### config.mk
export PLATFORM = sky130hd
export DESIGN_NAME = mc_control_unit
export DESIGN_NICKNAME = d
export VERILOG_FILES = /design/src/rtl/mc_control_unit.sv
export SDC_FILE = /design/constraint.sdc
export NUM_CORES = 1
export LEC_CHECK = 0
export BUFFER_PORTS_ARGS = -buffer_cell sky130_fd_sc_hd__buf_2
export CORE_ASPECT_RATIO = 0.6
export CORE_UTILIZATION = 44
export DETAILED_ROUTE_END_ITERATION = 6
export PLACE_DENSITY = 0.81
export SLEW_MARGIN = 20
export SYNTH_ARGS = -nofsm -noshare
export SYNTH_HDL_FRONTEND = slang
export SYNTH_SLANG_ARGS = --single-unit
### constraint.sdc
create_clock -name i_clk -period 4.1 [get_ports i_clk]
set_input_delay 0.205 -clock i_clk [delete_from_list [all_inputs] [get_ports i_clk]]
set_output_delay 0.205 -clock i_clk [all_outputs]
set_load 0.05 [all_outputs]
### src/rtl/mc_control_unit.sv
// Multi-cycle RV32I control unit: instruction register plus FETCH/DECODE/EXEC/MEM/WB sequencer.
// Latency (zero-wait memories): branch 3, ALU/LUI/AUIPC/JAL/JALR 4, store 4, load 5 cycles; +1 per ack-wait cycle.
// Backpressure: req held until ack (stale acks ignored); optional timeout pulses o_bus_err and halts.
//
// Optional feature macro: MC_CTRL_RV32M_EN
//   When defined, OP/funct7=0000001 (RV32M) is legal and the multiply/divide handshake
//   ports o_md_start, o_md_op and i_md_done are present.
//
// Ports:
//   i_clk, i_rst_n                 clock, asynchronous active-low reset
//   i_imem_rdata, i_imem_ack       instruction fetch data / completion
//   i_dmem_ack                     data access completion
//   i_br_less, i_br_equal          branch comparator results
//   o_imem_req, o_dmem_req         memory requests; o_mem_wren qualifies a store
//   o_instr                        instruction register
//   o_pc_wren, o_pc_sel            PC update strobe and source (0 = PC+4, 1 = ALU)
//   o_rd_wren, o_wb_sel            register-file write strobe and source
//   o_opa_sel, o_opb_sel           ALU operand selects
//   o_br_un, o_jalr_mode, o_alu_op compare mode, JALR flag, ALU operation
//   o_insn_vld, o_illegal          retire pulse, illegal-instruction pulse
//   o_bus_err, o_halted            timeout pulse, halted status
module mc_control_unit #(
    parameter int TIMEOUT_CYC  = 255,
    parameter bit ILLEGAL_HALT = 1'b1
) (
    input  logic        i_clk,
    input  logic        i_rst_n,
    input  logic [31:0] i_imem_rdata,
    input  logic        i_imem_ack,
    input  logic        i_dmem_ack,
    input  logic        i_br_less,
    input  logic        i_br_equal,
    output logic        o_imem_req,
    output logic        o_dmem_req,
    output logic        o_mem_wren,
    output logic [31:0] o_instr,
    output logic        o_pc_wren,
    output logic        o_pc_sel,
    output logic        o_rd_wren,
    output logic [1:0]  o_wb_sel,
    output logic [1:0]  o_opa_sel,
    output logic        o_opb_sel,
    output logic        o_br_un,
    output logic        o_jalr_mode,
    output logic [3:0]  o_alu_op,
    output logic        o_insn_vld,
    output logic        o_illegal,
    output logic        o_bus_err,
    output logic        o_halted
`ifdef MC_CTRL_RV32M_EN
    ,
    output logic        o_md_start,
    output logic [2:0]  o_md_op,
    input  logic        i_md_done
`endif
);

    localparam logic [6:0] OPC_LUI    = 7'b0110111;
    localparam logic [6:0] OPC_AUIPC  = 7'b0010111;
    localparam logic [6:0] OPC_JAL    = 7'b1101111;
    localparam logic [6:0] OPC_JALR   = 7'b1100111;
    localparam logic [6:0] OPC_BRANCH = 7'b1100011;
    localparam logic [6:0] OPC_LOAD   = 7'b0000011;
    localparam logic [6:0] OPC_STORE  = 7'b0100011;
    localparam logic [6:0] OPC_OPIMM  = 7'b0010011;
    localparam logic [6:0] OPC_OP     = 7'b0110011;

    localparam logic [3:0] ALU_ADD  = 4'b0000;
    localparam logic [3:0] ALU_SUB  = 4'b0001;
    localparam logic [3:0] ALU_SLL  = 4'b0010;
    localparam logic [3:0] ALU_SLT  = 4'b0011;
    localparam logic [3:0] ALU_SLTU = 4'b0100;
    localparam logic [3:0] ALU_XOR  = 4'b0101;
    localparam logic [3:0] ALU_SRL  = 4'b0110;
    localparam logic [3:0] ALU_SRA  = 4'b0111;
    localparam logic [3:0] ALU_OR   = 4'b1000;
    localparam logic [3:0] ALU_AND  = 4'b1001;
    localparam logic [3:0] ALU_INV  = 4'b1111;

    // Counter only needs to reach TIMEOUT_CYC; a disabled timeout keeps a 1-bit stub.
    localparam int              CNT_W  = (TIMEOUT_CYC < 1) ? 1 : $clog2(TIMEOUT_CYC + 1);
    localparam logic [CNT_W-1:0] TO_LIM = CNT_W'(TIMEOUT_CYC);

    typedef enum logic [2:0] {
        S_FETCH,
        S_DECODE,
        S_EXEC,
        S_MEM,
        S_WB,
        S_HALT
    } state_t;

    state_t            r_state;
    logic [31:0]       r_ir;
    logic [CNT_W-1:0]  r_wait_cnt;

    // ------------------------------------------------------------------
    // Instruction field decode (one-hot opcode classes)
    // ------------------------------------------------------------------
    logic [6:0] w_opcode;
    logic [2:0] w_funct3;
    logic [6:0] w_funct7;
    logic [4:0] w_rd;
    logic       w_f7_alt;
    logic       w_is_lui, w_is_auipc, w_is_jal, w_is_jalr, w_is_br;
    logic       w_is_ld, w_is_st, w_is_opimm, w_is_alu_r, w_is_md;
    logic       w_legal;
    logic       w_br_taken;
    logic [3:0] w_alu_op;

    assign w_opcode = r_ir[6:0];
    assign w_funct3 = r_ir[14:12];
    assign w_funct7 = r_ir[31:25];
    assign w_rd     = r_ir[11:7];
    assign w_f7_alt = (w_funct7 == 7'b0100000);

    assign w_is_lui   = (w_opcode == OPC_LUI);
    assign w_is_auipc = (w_opcode == OPC_AUIPC);
    assign w_is_jal   = (w_opcode == OPC_JAL);
    assign w_is_jalr  = (w_opcode == OPC_JALR);
    assign w_is_br    = (w_opcode == OPC_BRANCH);
    assign w_is_ld    = (w_opcode == OPC_LOAD);
    assign w_is_st    = (w_opcode == OPC_STORE);
    assign w_is_opimm = (w_opcode == OPC_OPIMM);
    assign w_is_alu_r = (w_opcode == OPC_OP) && ((w_funct7 == 7'b0000000) || w_f7_alt);
`ifdef MC_CTRL_RV32M_EN
    assign w_is_md    = (w_opcode == OPC_OP) && (w_funct7 == 7'b0000001);
`else
    assign w_is_md    = 1'b0;
`endif

    assign w_legal = w_is_lui | w_is_auipc | w_is_jal | w_is_jalr | w_is_br |
                     w_is_ld | w_is_st | w_is_opimm | w_is_alu_r | w_is_md;

    always_comb begin
        w_alu_op = ALU_INV;
        if (w_is_alu_r || w_is_opimm) begin
            case (w_funct3)
                3'b000:  w_alu_op = (w_is_alu_r && w_f7_alt) ? ALU_SUB : ALU_ADD;
                3'b001:  w_alu_op = ALU_SLL;
                3'b010:  w_alu_op = ALU_SLT;
                3'b011:  w_alu_op = ALU_SLTU;
                3'b100:  w_alu_op = ALU_XOR;
                3'b101:  w_alu_op = w_f7_alt ? ALU_SRA : ALU_SRL;
                3'b110:  w_alu_op = ALU_OR;
                default: w_alu_op = ALU_AND;
            endcase
        end else if (w_legal) begin
            // Address/target/upper-immediate forms all use the adder; the
            // RV32M path does not consume the ALU result.
            w_alu_op = ALU_ADD;
        end
    end

    always_comb begin
        w_br_taken = 1'b0;
        case (w_funct3)
            3'b000:  w_br_taken = i_br_equal;
            3'b001:  w_br_taken = ~i_br_equal;
            3'b100:  w_br_taken = i_br_less;
            3'b101:  w_br_taken = ~i_br_less;
            3'b110:  w_br_taken = i_br_less;
            3'b111:  w_br_taken = ~i_br_less;
            default: w_br_taken = 1'b0;
        endcase
    end

    // Decode outputs follow the IR directly so they are stable from DECODE
    // until the retire cycle.
    assign o_instr     = r_ir;
    assign o_alu_op    = w_alu_op;
    assign o_wb_sel    = w_is_ld ? 2'b01 : ((w_is_jal || w_is_jalr) ? 2'b10 : 2'b00);
    assign o_opa_sel   = w_is_lui ? 2'b10 :
                         ((w_is_auipc || w_is_jal || w_is_br) ? 2'b01 : 2'b00);
    assign o_opb_sel   = w_is_lui | w_is_auipc | w_is_jal | w_is_jalr | w_is_br |
                         w_is_ld | w_is_st | w_is_opimm;
    // Comparator mode: 1 = signed (BEQ/BNE/BLT/BGE), 0 = unsigned (BLTU/BGEU).
    assign o_br_un     = w_is_br & ~w_funct3[1];
    assign o_jalr_mode = w_is_jalr;

    // ------------------------------------------------------------------
    // Bus wait / timeout
    // ------------------------------------------------------------------
    logic w_waiting;
    logic w_timeout;

    assign w_waiting = ((r_state == S_FETCH) && !i_imem_ack) ||
                       ((r_state == S_MEM)   && !i_dmem_ack);
    // An ack in the limit cycle clears w_waiting, so the ack wins.
    assign w_timeout = (TIMEOUT_CYC != 0) && w_waiting && (r_wait_cnt == TO_LIM);

    always_ff @(posedge i_clk or negedge i_rst_n) begin
        if (!i_rst_n) begin
            r_wait_cnt <= '0;
        end else if (w_waiting && !w_timeout) begin
            // Saturate so a disabled timeout never wraps.
            if (r_wait_cnt != {CNT_W{1'b1}}) begin
                r_wait_cnt <= r_wait_cnt + CNT_W'(1);
            end
        end else begin
            r_wait_cnt <= '0;
        end
    end

    // ------------------------------------------------------------------
    // Sequencer
    // ------------------------------------------------------------------
`ifdef MC_CTRL_RV32M_EN
    logic r_md_busy;
`endif

    always_ff @(posedge i_clk or negedge i_rst_n) begin
        if (!i_rst_n) begin
            r_state   <= S_FETCH;
            r_ir      <= '0;
`ifdef MC_CTRL_RV32M_EN
            r_md_busy <= 1'b0;
`endif
        end else begin
            case (r_state)
                S_FETCH: begin
                    if (i_imem_ack) begin
                        r_ir    <= i_imem_rdata;
                        r_state <= S_DECODE;
                    end else if (w_timeout) begin
                        r_state <= S_HALT;
                    end
                end
                S_DECODE: begin
                    if (w_legal) begin
                        r_state <= S_EXEC;
                    end else if (ILLEGAL_HALT) begin
                        r_state <= S_HALT;
                    end else begin
                        r_state <= S_FETCH;
                    end
                end
                S_EXEC: begin
                    if (w_is_br) begin
                        r_state <= S_FETCH;
                    end else if (w_is_ld || w_is_st) begin
                        r_state <= S_MEM;
`ifdef MC_CTRL_RV32M_EN
                    end else if (w_is_md) begin
                        // First EXEC cycle issues the start pulse; done is only
                        // honoured once the operation is in flight.
                        if (!r_md_busy) begin
                            r_md_busy <= 1'b1;
                        end else if (i_md_done) begin
                            r_md_busy <= 1'b0;
                            r_state   <= S_WB;
                        end
`endif
                    end else begin
                        r_state <= S_WB;
                    end
                end
                S_MEM: begin
                    if (i_dmem_ack) begin
                        r_state <= w_is_st ? S_FETCH : S_WB;
                    end else if (w_timeout) begin
                        r_state <= S_HALT;
                    end
                end
                S_WB: begin
                    r_state <= S_FETCH;
                end
                default: begin
                    r_state <= S_HALT;
                end
            endcase
        end
    end

    // Strobes are decoded from the current state so an async reset removes
    // them immediately, and a store retires in its ack cycle.
    always_comb begin
        o_imem_req = 1'b0;
        o_dmem_req = 1'b0;
        o_mem_wren = 1'b0;
        o_pc_wren  = 1'b0;
        o_pc_sel   = 1'b0;
        o_rd_wren  = 1'b0;
        o_insn_vld = 1'b0;
        o_illegal  = 1'b0;
        o_bus_err  = 1'b0;
        o_halted   = 1'b0;
        case (r_state)
            S_FETCH: begin
                o_imem_req = 1'b1;
                o_bus_err  = w_timeout;
            end
            S_DECODE: begin
                o_illegal = ~w_legal;
                if (!w_legal && !ILLEGAL_HALT) begin
                    o_pc_wren  = 1'b1;
                    o_insn_vld = 1'b1;
                end
            end
            S_EXEC: begin
                if (w_is_br) begin
                    o_pc_wren  = 1'b1;
                    o_pc_sel   = w_br_taken;
                    o_insn_vld = 1'b1;
                end
            end
            S_MEM: begin
                o_dmem_req = 1'b1;
                o_mem_wren = w_is_st;
                o_bus_err  = w_timeout;
                if (i_dmem_ack && w_is_st) begin
                    o_pc_wren  = 1'b1;
                    o_insn_vld = 1'b1;
                end
            end
            S_WB: begin
                o_rd_wren  = (w_rd != 5'd0);
                o_pc_wren  = 1'b1;
                o_pc_sel   = w_is_jal | w_is_jalr;
                o_insn_vld = 1'b1;
            end
            default: begin
                o_halted = 1'b1;
            end
        endcase
    end

`ifdef MC_CTRL_RV32M_EN
    assign o_md_start = (r_state == S_EXEC) && w_is_md && !r_md_busy;
    assign o_md_op    = w_funct3;
`endif

endmodule

# Word-level counts from Yosys, hierarchy flattened
# Cells that the tools add are included.
[word_totals] reg_bits=43
[op_classes] eq_ne=24 reduce_logical=26 add_sub_neg=1 n_bitwise=14 mux=32
[op_table] operator="$eq A7 B6 Y1 const B" count=4
[op_table] operator="$pmux W4 S7" count=1
[op_table] operator="$eq A7 B7 Y1 const B" count=3
[op_table] operator="$mux W3" count=7
[op_table] operator="$mux W8" count=2
[op_table] operator="$eq A3 B3 Y1 const B" count=5
[op_table] operator="$pmux W3 S5" count=1
[op_table] operator="$eq A7 B5 Y1 const B" count=2
[op_table] operator="$mux W1" count=13
[op_table] operator="$eq A3 B2 Y1 const B" count=4
[op_table] operator="$or A1 B1 Y1" count=9
[op_table] operator="$add A8 B1 Y8 const B" count=1
[op_table] operator="$eq A8 B8 Y1 const B" count=1
[op_table] operator="$mux W4" count=2
[op_table] operator="$ne A8 B8 Y1 const B" count=1
[op_table] operator="$eq A7 B2 Y1 const B" count=1
[op_table] operator="$logic_and A1 B1 Y1" count=7
[op_table] operator="$logic_not A7 Y1" count=1
[op_table] operator="$logic_or A1 B1 Y1" count=7
[op_table] operator="$eq A3 B1 Y1 const B" count=2
[op_table] operator="$logic_not A3 Y1" count=2
[op_table] operator="$mux W2" count=3
[op_table] operator="$reduce_or A2 Y1" count=3
[op_table] operator="$reduce_bool A5 Y1" count=1
[op_table] operator="9 further kinds" count=14

# Depth between registers and ports, before layout
[logic_depth] word_depth=11 depth_mapped=6

# Least setup slack after synthesis
# Ideal clock, no wire load.
[synth_path] path_kind="reg-to-output" startpoint="reg r_ir[2], in the netlist o_instr[2]" endpoint="out o_mem_wren" arrival_time_ns=2.965 slack_ns=0.930 path_stages_with_launch=4 cell_sequence="dfrtp_1 > nand4bb_4 > or2_2 > nor4b_1"
[synth_via] elab_chain_cells=2
[synth_lines] element="start, declared" line="94" rtl="logic [31:0] r_ir;"
[synth_lines] element="start signal, assigned" line="223" rtl="r_ir <= i_imem_rdata;"
[synth_lines] element="$eq A7 B6 Y1" line="123" rtl="assign w_is_st = (w_opcode == OPC_STORE);"
[synth_lines] element="$mux W1" line="288" rtl="case (r_state)"
[synth_lines] element="end, declared" line="35" rtl="output logic o_mem_wren,"
# Every way passes these cells.

# Final worst setup path
[layout_path] startpoint="reg r_ir[26], in the netlist o_instr[26]" endpoint="out o_alu_op[1]"
[layout_via] elab_chain_cells=6 word_cells_on_any_way=8 cone_classes="eq/ne: 1; mux: 2; bitwise: 1; reduce/logical: 4"
[layout_lines] element="$eq A7 B6 Y1 / $logic_not A7 Y1 (equally long branches)" line="115, 125"
[layout_lines] element="$logic_or A1 B1 Y1 *" line="125" rtl="assign w_is_alu_r = (w_opcode == OPC_OP) && ((w_funct7 == 7'b0000000) || w_f7_alt);"
[layout_lines] element="$logic_and A1 B1 Y1 *" line="125"
[layout_lines] element="$or A1 B1 Y1" line="133" rtl="w_is_ld | w_is_st | w_is_opimm | w_is_alu_r | w_is_md;"
[layout_lines] element="$mux W4" line="148" rtl="end else if (w_legal) begin"
[layout_lines] element="$mux W4 *" line="137" rtl="if (w_is_alu_r || w_is_opimm) begin"
[layout_lines] element="end, declared" line="45" rtl="output logic [3:0] o_alu_op,"
# Mark *: on every way between the ends. The rest lies on a longest branch, timed or not.

==> impl_results.md <==
* Status: completed
* Area Growth Syn to Fin at 21.7%
* Grt peak-use layer: met1
* Drt drc at 0
* Static leakage at between 1 and 1.5 nW
* Yosys top cell by area: dfrtp_1
* Crit start category: flop
* Critical path type: flop to output port
* Row count at 20
* CTS tree: built
* Share of cells above drive strength 1 at a little under half
* Vias in the first global route at between 1500 and 2000
* Synthesized area per cell at 11.0 sq um
* Post-Synthesis Net Count at 253
* Final WS setup at approximately 1.6 ns
* EDFF count, synth at 0
* Ports at 91
* Top cells by area, synth: dfrtp_1, mux2_2, nor2_1
* Final setup violation count at 0
* Reg clk slew, reported paths at around 0.080 ns
* Crit path DAT at ~2.3 ns
* Die area at roughly 5700 sq um
* Fmax at 404 MHz
* DP HPWL at ~4200 microns
* M3 GR Usage at between 7 and 8%
* Clock Sinks at 43
* Tmin final at roughly 2.5 ns
* Pwr dens at between 200 and 300 nW/um^2
* Synth top area share at a little under half
* Fin. Hold Viols at 0
* Hold Buf Count CTS at 0
* Overflow after GRT at 0
* WL/cell at 15.0 microns
* #FFs+latches synth at 43
* Unrepaired setup endpoints after global routing: no
* FFs w/ async S/R, synth at 100%
* Skew final at slightly above 0.005 ns
* Final max-slew violation count at 0
* H-Tree Depth at 2
* Crit share post-route at approximately three fifths
* Mapped Area at roughly 2400 sq um
* Largest net degree at the start of global routing at 44
* Pre-Repair DR Iteration Count at 6
* Total negative slack at 0 ns
* Slew margin rel. at 37.1%
* Crit-path max FO at 4
* Antenna violations before repair at 0
* Synth warn at 0
* Clk Latency, worst-skew pair at 0.29 ns
* DIE WIDTH at 96.6 microns
* Nets at between 300 and 400
* Synth cell count leaders: dfrtp_1, mux2_2, nor2_1, o21ai_0, nand2_1
* Max-cap violations at 0
* First DRT Iteration DRCs at slightly below 60
* Setup repair bufs after CTS at 0
* DR vias at about 1900
* Initial core utilization at approximately 46%
* Worst VDD drop at 0.149 mV
* PortBufs at 90
* GRT Util Overall at around a fifth
* Met2 Track Usage GR at 28.8%
* Post-Synthesis Cells at approximately 210
* Routability congestion estimate at just over 0.8
* Min-Delay Path Class: input pin to async pin
* RR Startpoint: r_wait_cnt[0]
* TritonCTS buffer count at 5
* Number of vias per cell at ~5.2
* Root Buffer: clkbuf_8
* CP endpoint kind: output port
* Post-synthesis cell type count at 51
* Total wire length at between 5000 and 6000 microns
* Final ANT Viol Nets at 0
* # diodes at 0
* Met1 usage at between 30% and 40%
* Core Area at approximately 5100 sq um
* Most frequent cell after synthesis: dfrtp_1
* Worst EP required at between 3 and 4 ns
* Post-place setup slack at 1.98 ns
* Die height at 58.8 microns
* Worst setup path start: o_instr[26]
* Slew @ Worst Pin at 0.944 ns
* Seq/Total Area, Yosys at between 40% and 50%
* Clock tree buffer depth at 2
* First-pass GRT wire length at between 8000 and 9000 microns
* Ys flop type: dfrtp_1
* # resized after CTS at 0
## cells by family (layout without fill, tap and decap cells)
kind of cell               Yosys count  count (layout)  synth area share (%)
buffers and inverters               21             104                  6.99
DFF                                 43              43                  45.6
adders and majority gates            1               1                 0.530
xor gates and xnor gates             7               7                  2.60
and+or+nand+nor                     73              73                  17.9
AOI/OAI and AO/OA                   35              35                  10.3
muxes                               34              34                  16.2
## worst paths after layout
path                                  to  slack (ns)  cells past startpoint
setup / recovery             o_alu_op[1]        1.63                      5
hold / removal               o_instr[22]        0.06                      1
setup reg to reg              r_state[1]        2.22                      5
hold reg to reg            r_wait_cnt[0]        0.49                      1
max in group asynchronous     r_state[0]        3.46                      1
min in group i_clk            o_instr[5]        0.14                      3
## through the flow
step           cells  power [W]  util [%]  cell area (sq um)  hold slack, ns
3_5_place_dp     355   0.000462      54.0               2760           0.398
6_report         363   0.000791      56.3               2870          0.0580
4_1_cts          363   0.000800      56.3               2870          0.0787
2_1_floorplan    214   0.000435         -               2360         -0.0906
3_3_place_gp     355   0.000461      54.0               2760           0.394
5_1_grt          363   0.000824      56.3               2870           0.125
## power breakdown
part	switching, W	internal (W)
registers	0	0.000424
logic	0.0000149	0.0000140
clock network	0.000141	0.000197
## layout make-up
cell class / instances / area (sq um)
Inverter: 5 / 18.8
Clock buffer: 6 / 82.6
Timing Repair Buffer: 91 / 458
Tap cell: 66 / 82.6
Multi-Input combinational cell: 150 / 1120
Sequential cell: 43 / 1080
Clock inverter: 2 / 35.0
Fill cell: 467 / 2230
## routing by layer
metal / wire (microns) / part of all wire, %
met1: 2660 / 49
met4: 73 / 1.3
met2: 2310 / 43
met3: 384 / 7.1
met5: 0 / 0
## cell usage in the layout, fill, tap and decap left out, types with 3 or more instances in the layout
master    count
buf_2        90
nor4_1        3
mux2_2       33
nand3_1       4
clkbuf_8      6
nand3b_1      4
and2_1        3
dfrtp_1      43
inv_1         5
o211ai_1      3
nor3_1        8
xor2_1        6
a21oi_1       5
nor2_1       17
nand2b_1      3
nand2_1      10
o21ai_0      11
nor2b_1       4
## state kept, by name, indices dropped and copies added, names as in the netlist
name / count
o_instr: 32
r_wait_cnt: 8
r_state: 3
## critical path, stage by stage (launching register included)
cell     delay [ns]
dfrtp_1        0.41
nor4_1         0.46
a21oi_1        0.10
or3b_2         0.52
o21ai_0        0.21
buf_2          0.29
No activity file was read; power rests on OpenSTA's default activity.
